**src/rtl/fft_pkg.sv**
```systemverilog
// Shared constants and helpers for the 8-point FFT datapath and its input framer.
package fft_pkg;

    localparam int FFT_N      = 8;
    localparam int FFT_LOG2N  = 3;
    localparam int FFT_DATA_W = 8;

    localparam logic [FFT_LOG2N-1:0] FFT_LAST_IDX = FFT_LOG2N'(FFT_N - 1);

    function automatic logic [FFT_LOG2N-1:0] bitrev3(input logic [FFT_LOG2N-1:0] k);
        return {k[0], k[1], k[2]};
    endfunction

endpackage

```
**src/rtl/fft_frame_bank.sv**
```systemverilog
// One ping-pong bank of the FFT input framer: 8 complex slots plus a full flag.
module fft_frame_bank
    import fft_pkg::*;
#(
    parameter int DATA_W = FFT_DATA_W
) (
    input  logic                    clk,
    input  logic                    rst_n,
    input  logic                    we,
    input  logic [FFT_LOG2N-1:0]    addr,
    input  logic [DATA_W-1:0]       wr_real,
    input  logic [DATA_W-1:0]       wr_imag,
    input  logic                    set_full,
    input  logic                    clr_full,
    output logic                    full,
    output logic [FFT_N*DATA_W-1:0] real_frame,
    output logic [FFT_N*DATA_W-1:0] imag_frame
);

    logic [DATA_W-1:0] slot_real [FFT_N];
    logic [DATA_W-1:0] slot_imag [FFT_N];

    // NOTE: the slot array carries a reset so the frame buses read 0 straight out of reset;
    // state is updated with non-blocking assignments so every register samples pre-edge values.
    always_ff @(posedge clk or negedge rst_n) begin
        if (!rst_n) begin
            for (int i = 0; i < FFT_N; i++) begin
                slot_real[i] <= '0;
                slot_imag[i] <= '0;
            end
        end else if (we) begin
            slot_real[addr] <= wr_real;
            slot_imag[addr] <= wr_imag;
        end
    end

    // set and clear never coincide: set needs an empty bank, clear needs a full one
    always_ff @(posedge clk or negedge rst_n) begin
        if (!rst_n)        full <= 1'b0;
        else if (set_full) full <= 1'b1;
        else if (clr_full) full <= 1'b0;
    end

    // NOTE: outputs get a default before the loop so no latch is inferred.
    always_comb begin
        real_frame = '0;
        imag_frame = '0;
        for (int i = 0; i < FFT_N; i++) begin
            real_frame[DATA_W*i +: DATA_W] = slot_real[i];
            imag_frame[DATA_W*i +: DATA_W] = slot_imag[i];
        end
    end

endmodule

```
**src/rtl/fft_input_framer.sv**
```systemverilog
// Serial-to-frame ping-pong buffer feeding fft_8_point.
// Define FFT_FRAMER_BITREV_EN to store frames in bit-reversed slot order.
module fft_input_framer
    import fft_pkg::*;
#(
    parameter int DATA_W = FFT_DATA_W
) (
    input  logic                    clk,
    input  logic                    rst_n,
    input  logic                    flush,
    input  logic                    in_valid,
    output logic                    in_ready,
    input  logic [DATA_W-1:0]       in_real,
    input  logic [DATA_W-1:0]       in_imag,
    output logic                    frame_valid,
    input  logic                    frame_ready,
    output logic [FFT_N*DATA_W-1:0] real_frame,
    output logic [FFT_N*DATA_W-1:0] imag_frame,
    output logic [3:0]              fill_level
);

    logic                    wr_sel;
    logic                    rd_sel;
    logic [FFT_LOG2N-1:0]    wr_cnt;
    logic [FFT_LOG2N-1:0]    slot_addr;
    logic [1:0]              bank_full;
    logic [1:0]              wr_onehot;
    logic [1:0]              rd_onehot;
    logic                    accept;
    logic                    last_accept;
    logic                    consume;
    logic [FFT_N*DATA_W-1:0] bank_real [2];
    logic [FFT_N*DATA_W-1:0] bank_imag [2];

`ifdef FFT_FRAMER_BITREV_EN
    assign slot_addr = bitrev3(wr_cnt);
`else
    assign slot_addr = wr_cnt;
`endif

    // in_ready depends only on registered state and flush, never on frame_ready
    assign in_ready    = !bank_full[wr_sel] && !flush;
    assign accept      = in_valid && in_ready;
    assign last_accept = accept && (wr_cnt == FFT_LAST_IDX);
    assign frame_valid = bank_full[rd_sel];
    assign consume     = frame_valid && frame_ready;
    assign fill_level  = {1'b0, wr_cnt};
    assign wr_onehot   = {wr_sel, !wr_sel};
    assign rd_onehot   = {rd_sel, !rd_sel};
    assign real_frame  = bank_real[rd_sel];
    assign imag_frame  = bank_imag[rd_sel];

    for (genvar b = 0; b < 2; b++) begin : g_bank
        fft_frame_bank #(
            .DATA_W (DATA_W)
        ) u_bank (
            .clk        (clk),
            .rst_n      (rst_n),
            .we         (accept && wr_onehot[b]),
            .addr       (slot_addr),
            .wr_real    (in_real),
            .wr_imag    (in_imag),
            .set_full   (last_accept && wr_onehot[b]),
            .clr_full   (consume && rd_onehot[b]),
            .full       (bank_full[b]),
            .real_frame (bank_real[b]),
            .imag_frame (bank_imag[b])
        );
    end

    // flush and accept are exclusive because flush forces in_ready low
    always_ff @(posedge clk or negedge rst_n) begin
        if (!rst_n) begin
            wr_cnt <= '0;
            wr_sel <= 1'b0;
        end else if (flush) begin
            wr_cnt <= '0;
        end else if (last_accept) begin
            wr_cnt <= '0;
            wr_sel <= !wr_sel;
        end else if (accept) begin
            wr_cnt <= wr_cnt + 1'b1;
        end
    end

    always_ff @(posedge clk or negedge rst_n) begin
        if (!rst_n)       rd_sel <= 1'b0;
        else if (consume) rd_sel <= !rd_sel;
    end

endmodule

```
**config.mk**
```make
export PLATFORM = sky130hd
export DESIGN_NAME = fft_input_framer
export DESIGN_NICKNAME = d
export VERILOG_FILES = /design/src/rtl/fft_pkg.sv /design/src/rtl/fft_frame_bank.sv /design/src/rtl/fft_input_framer.sv
export SDC_FILE = /design/constraint.sdc
export NUM_CORES = 1
export LEC_CHECK = 0
export BUFFER_PORTS_ARGS = -buffer_cell sky130_fd_sc_hd__buf_2
export CAP_MARGIN = 20
export CORE_UTILIZATION = 58
export DETAILED_ROUTE_END_ITERATION = 10
export HOLD_SLACK_MARGIN = 0.06
export PLACE_DENSITY = 0.92
export SETUP_SLACK_MARGIN = 0.5
export SYNTH_ARGS = -nofsm -noshare
export SYNTH_HDL_FRONTEND = slang
export SYNTH_SLANG_ARGS = --single-unit
export TNS_END_PERCENT = 100
```
**constraint.sdc**
```tcl
create_clock -name clk -period 2.6 [get_ports clk]
set_input_delay 0.13 -clock clk [delete_from_list [all_inputs] [get_ports clk]]
set_output_delay 0.13 -clock clk [all_outputs]
set_load 0.02 [all_outputs]
```
==> implementation parameters <==
Parameter                              Value

Placed design
  Routability congestion estimate from global placement ... 0.8166
  DP Cell Count ... 1145
  Instance area at placement ... roughly 13000 um^2
  Hpwl dp ... 15.86 mm
  Place WS ... 0.4866 ns
  Input/output buffers ... approximately 150

Critical path
  Delay contributed by the slowest stage of the critical path ... 0.57 ns
  Beginning of the worst register-to-register path ... wr_sel
  Crit-path cells ... buf_16, mux2_2, buf_2
  Largest fanout on the critical path ... 45
  Data arrival at the endpoint of the critical path ... 1.97 ns
  Type of destination of the critical path ... output port
  Capture point of the worst reg-to-reg path ... g_bank[0].u_bank.real_frame[41]
  CP bufs+invs ... 2
  Number of cell instances on the worst register-to-register path ... 4
  CP Depth ... 3
  CP top delay family ... flip-flops
  Endpoint of the worst setup timing path ... real_frame[29]
  Launch point of the critical path ... rd_sel
  Required arrival time at the worst endpoint ... 2.47 ns
  Worst setup path class ... register to output port
  Master of the slowest instance on the critical path ... sky130_fd_sc_hd__dfrtp_4
  Setup slack on the worst flop-to-flop path ... 0.56 ns
  Element type at the critical path start ... register

Global route
  Via count of the first global-routing pass ... 7138
  First-pass GRT wire length ... 39.54 mm
  Total global routing overflow ... 0
  GR Util met3 ... 3.832%
  GR Util All Layers ... 25.10%
  Busiest layer in global routing ... met2
  Global Route met2 Usage ... 42.72%
  Global routing usage on met1 ... 34.04%
  Number of antenna violations at the first check in global routing ... 0
  Largest net degree at the start of global routing ... 85

Status
  Result of the run ... complete, no violations

Layout
  Most common library cell in the layout ignoring fill and taps ... sky130_fd_sc_hd__mux2_2
  Layout area overhead ... 19.02%
  Fraction of layout cells with a size suffix above 1 ... 66.17%
  Count of nets after finishing ... 949
  Layout fillers ... about 1300
  Most frequent cells in the layout ... sky130_fd_sc_hd__mux2_2 (376), sky130_fd_sc_hd__dfrtp_1 (262), sky130_fd_sc_hd__buf_2 (152), sky130_fd_sc_hd__clkbuf_16 (28), sky130_fd_sc_hd__buf_4 (23)
  Final design area excluding fillers ... about 14000 um^2
  Util after Layout ... approximately 71%
  Final Instance Count excl. Fillers ... 1211
  Antenna Diode Count ... 0

Hold path
  Worst min-delay path class ... input pin to register

Clocking
  Deepest level of the CTS H-tree ... 1
  Clock latency on the worst-skew pair ... 0.52 ns
  Sink count of the clock tree ... 263
  Clk buf depth ... 3
  Clock Pin Slew Worst Setup and Hold Paths ... approximately 0.060 ns
  Clock tree from TritonCTS ... done
  Clock Root Buffer ... sky130_fd_sc_hd__clkbuf_16
  Cts bufs inserted ... 27

Routing
  Detail-routed net length per standard cell ... approximately 21 um
  Count of nets left with antenna violations after detail routing ... 0
  Aggregate routed wire length ... 25.59 mm
  1st-iter DRT viols ... 314
  First drt pass iteration count ... 4
  Routed via count ... 6871
  Vias per inst ... 5.674
  Remaining routing DRC violations ... 0

Timing
  Worst relative slew slack ... between 50% and 60%
  Clock Skew ... about 0.0075 ns
  Worst hold slack ... slightly below 0.1 ns
  Worst-Margin Slew ... about 0.65 ns
  Highest attainable clock frequency ... 475.4 MHz
  Final sum of negative setup slack ... 0 ns
  Final setup margin ... just under 0.5 ns
  Final Setup Violations ... 0
  Final clock period utilization by the worst path ... between 80% and 90%
  Final count of hold timing violations ... 0
  RSZ-0062 raised after global routing ... yes
  Pins over their slew limit ... 0
  Post-route minimum period ... about 2.1 ns

Power
  Static leakage ... 7.066 nW
  Highest ir drop seen on vdd ... 624.1 uV
  Ratio of total power to cell area ... between 700 and 800 nW/um^2
  Total design power ... 10.19 mW

Floorplanning
  Area of the core ... 19530 um^2
  Total Die Area ... between 20000 and 25000 um^2
  Die Span Y ... approximately 140 um
  Count of boundary I/O pins ... 155
  Initial Utilization ... roughly three fifths
  Row Count ... 51
  Horizontal die dimension ... about 140 um

Synth
  Synthesized instance count ... 763
  Ys Warns ... 0
  Part of the Yosys area used for sequential elements ... 56.61%
  Synthesis-stage register bit count ... 263
  Number of different library cells in the post-synthesis netlist ... 34
  Mapped cell area ... 11630 um^2
  Nets in the synthesized netlist ... a little under 800
  Mean area per synthesized cell ... 15.24 um^2

Job
  Number of max-cap violations ... 0
[worst register-to-register path: stages (launching register included)]
cell and delay (ns):
sky130_fd_sc_hd__dfrtp_1 0.51, sky130_fd_sc_hd__or4b_4 0.65, sky130_fd_sc_hd__nor3_4 0.14, sky130_fd_sc_hd__buf_6 0.24, sky130_fd_sc_hd__mux2_2 0.38
[repair_timing]
item,in CTS,in global routing
hold buffers,5,0
gates resized for setup,1,5
buffers inserted,8,3
cloned,0,1
endpoints found under the hold margin,84,0
setup endpoints to repair,136,96
pin swaps,2,0
[cells by family (layout without fill, tap and decap cells)]
| logic type | count (synthesis) | after routing | synth area share, % |
|---|---|---|---|
| adders and majority gates | 2 | 2 | 0.2152 |
| muxes | 387 | 387 | 37.80 |
| AOI/OAI and AO/OA | 11 | 11 | 0.5596 |
| DFF | 263 | 263 | 56.61 |
| other | 1 | 1 | 0.03225 |
| and+or+nand+nor | 39 | 39 | 2.292 |
| buffers and inverters | 60 | 243 | 2.497 |
[flip-flops by register name, summed over array words and instances (netlist names)]
name and count:
g_bank.u_bank.imag_frame 128, g_bank.u_bank.real_frame 128, slot_addr 3, g_bank.u_bank.full 2
rd_sel 1, wr_sel 1
[synthesized netlist by cell type]
| library cell | n | area (um^2) |
|---|---|---|
| sky130_fd_sc_hd__a22o_1 | 1 | 8.760 |
| sky130_fd_sc_hd__a21oi_1 | 2 | 10.01 |
| sky130_fd_sc_hd__nand2b_1 | 2 | 12.51 |
| sky130_fd_sc_hd__o21ai_0 | 5 | 25.02 |
| sky130_fd_sc_hd__buf_2 | 15 | 75.07 |
| sky130_fd_sc_hd__nor4b_4 | 1 | 23.77 |
| sky130_fd_sc_hd__inv_1 | 2 | 7.510 |
| sky130_fd_sc_hd__nor2_4 | 2 | 22.52 |
| sky130_fd_sc_hd__buf_4 | 4 | 30.03 |
| sky130_fd_sc_hd__mux2_2 | 376 | 4234 |
| sky130_fd_sc_hd__buf_12 | 1 | 20.02 |
| sky130_fd_sc_hd__nor2b_1 | 1 | 6.260 |
| sky130_fd_sc_hd__and3_1 | 2 | 12.51 |
| sky130_fd_sc_hd__or4b_4 | 1 | 13.76 |
| sky130_fd_sc_hd__clkbuf_1 | 36 | 135.1 |
| sky130_fd_sc_hd__nor2_1 | 6 | 22.52 |
| sky130_fd_sc_hd__nor3_1 | 1 | 5.000 |
| sky130_fd_sc_hd__a31oi_1 | 1 | 6.260 |
| sky130_fd_sc_hd__dfrtp_1 | 263 | 6581 |
| sky130_fd_sc_hd__nand3b_1 | 2 | 15.01 |
| sky130_fd_sc_hd__nand3_1 | 5 | 25.02 |
| sky130_fd_sc_hd__nor3_2 | 1 | 10.01 |
| sky130_fd_sc_hd__nand4bb_1 | 1 | 11.26 |
| sky130_fd_sc_hd__nand2_1 | 8 | 30.03 |
| sky130_fd_sc_hd__buf_6 | 2 | 22.52 |
| sky130_fd_sc_hd__ha_1 | 2 | 25.02 |
| sky130_fd_sc_hd__mux2i_1 | 1 | 10.01 |
| sky130_fd_sc_hd__or4_1 | 1 | 7.510 |
| sky130_fd_sc_hd__nor4bb_1 | 1 | 10.01 |
| sky130_fd_sc_hd__mux2_4 | 10 | 150.1 |
| sky130_fd_sc_hd__o31ai_1 | 2 | 15.01 |
| sky130_fd_sc_hd__conb_1 | 1 | 3.750 |
| sky130_fd_sc_hd__nor3_4 | 1 | 16.27 |
| sky130_fd_sc_hd__nor3b_1 | 3 | 22.52 |
[area by class of cell]
class                      instances  area [um^2]  share of cell area [%]
inverter                           2        7.507                 0.05425
sequential                       263         6585                   47.59
clock buffer                      39        770.7                   5.570
timing repair buffer             192         1216                   8.789
multi-input combinational        440         4765                   34.43
clock inverter                    10        161.4                   1.166
tap                              265        331.6                   2.396
[how the worst min path moves through the flow]
stage / cells after the start / start / endpoint / slack, ns
after floorplan: 0 / rst_n / g_bank[0].u_bank.full / -0.17
after global placement: 1 / rst_n / g_bank[1].u_bank.real_frame[2] / 0.17
after detailed placement: 1 / rst_n / g_bank[1].u_bank.real_frame[2] / 0.16
after CTS: 2 / in_imag[5] / g_bank[0].u_bank.imag_frame[45] / 0.08
after global routing: 2 / in_imag[6] / g_bank[0].u_bank.imag_frame[46] / 0.11
final: 2 / in_real[6] / g_bank[0].u_bank.real_frame[46] / 0.1
[per-layer routing]
layer / vias to the layer above / wire length, um
met1: 3592 / 10760
met5: - / 0
met3: 37 / 1340
met2: 184 / 13030
met4: 0 / 465
li1: 3058 / -
[power breakdown]
part / internal, mW / switching [mW]
Sequential: 4.40 / 0.163
Clock: 2.46 / 1.55
Combinational: 0.708 / 0.900
Total: 7.57 / 2.62
Note: power is estimated with default switching activity, not from simulation.
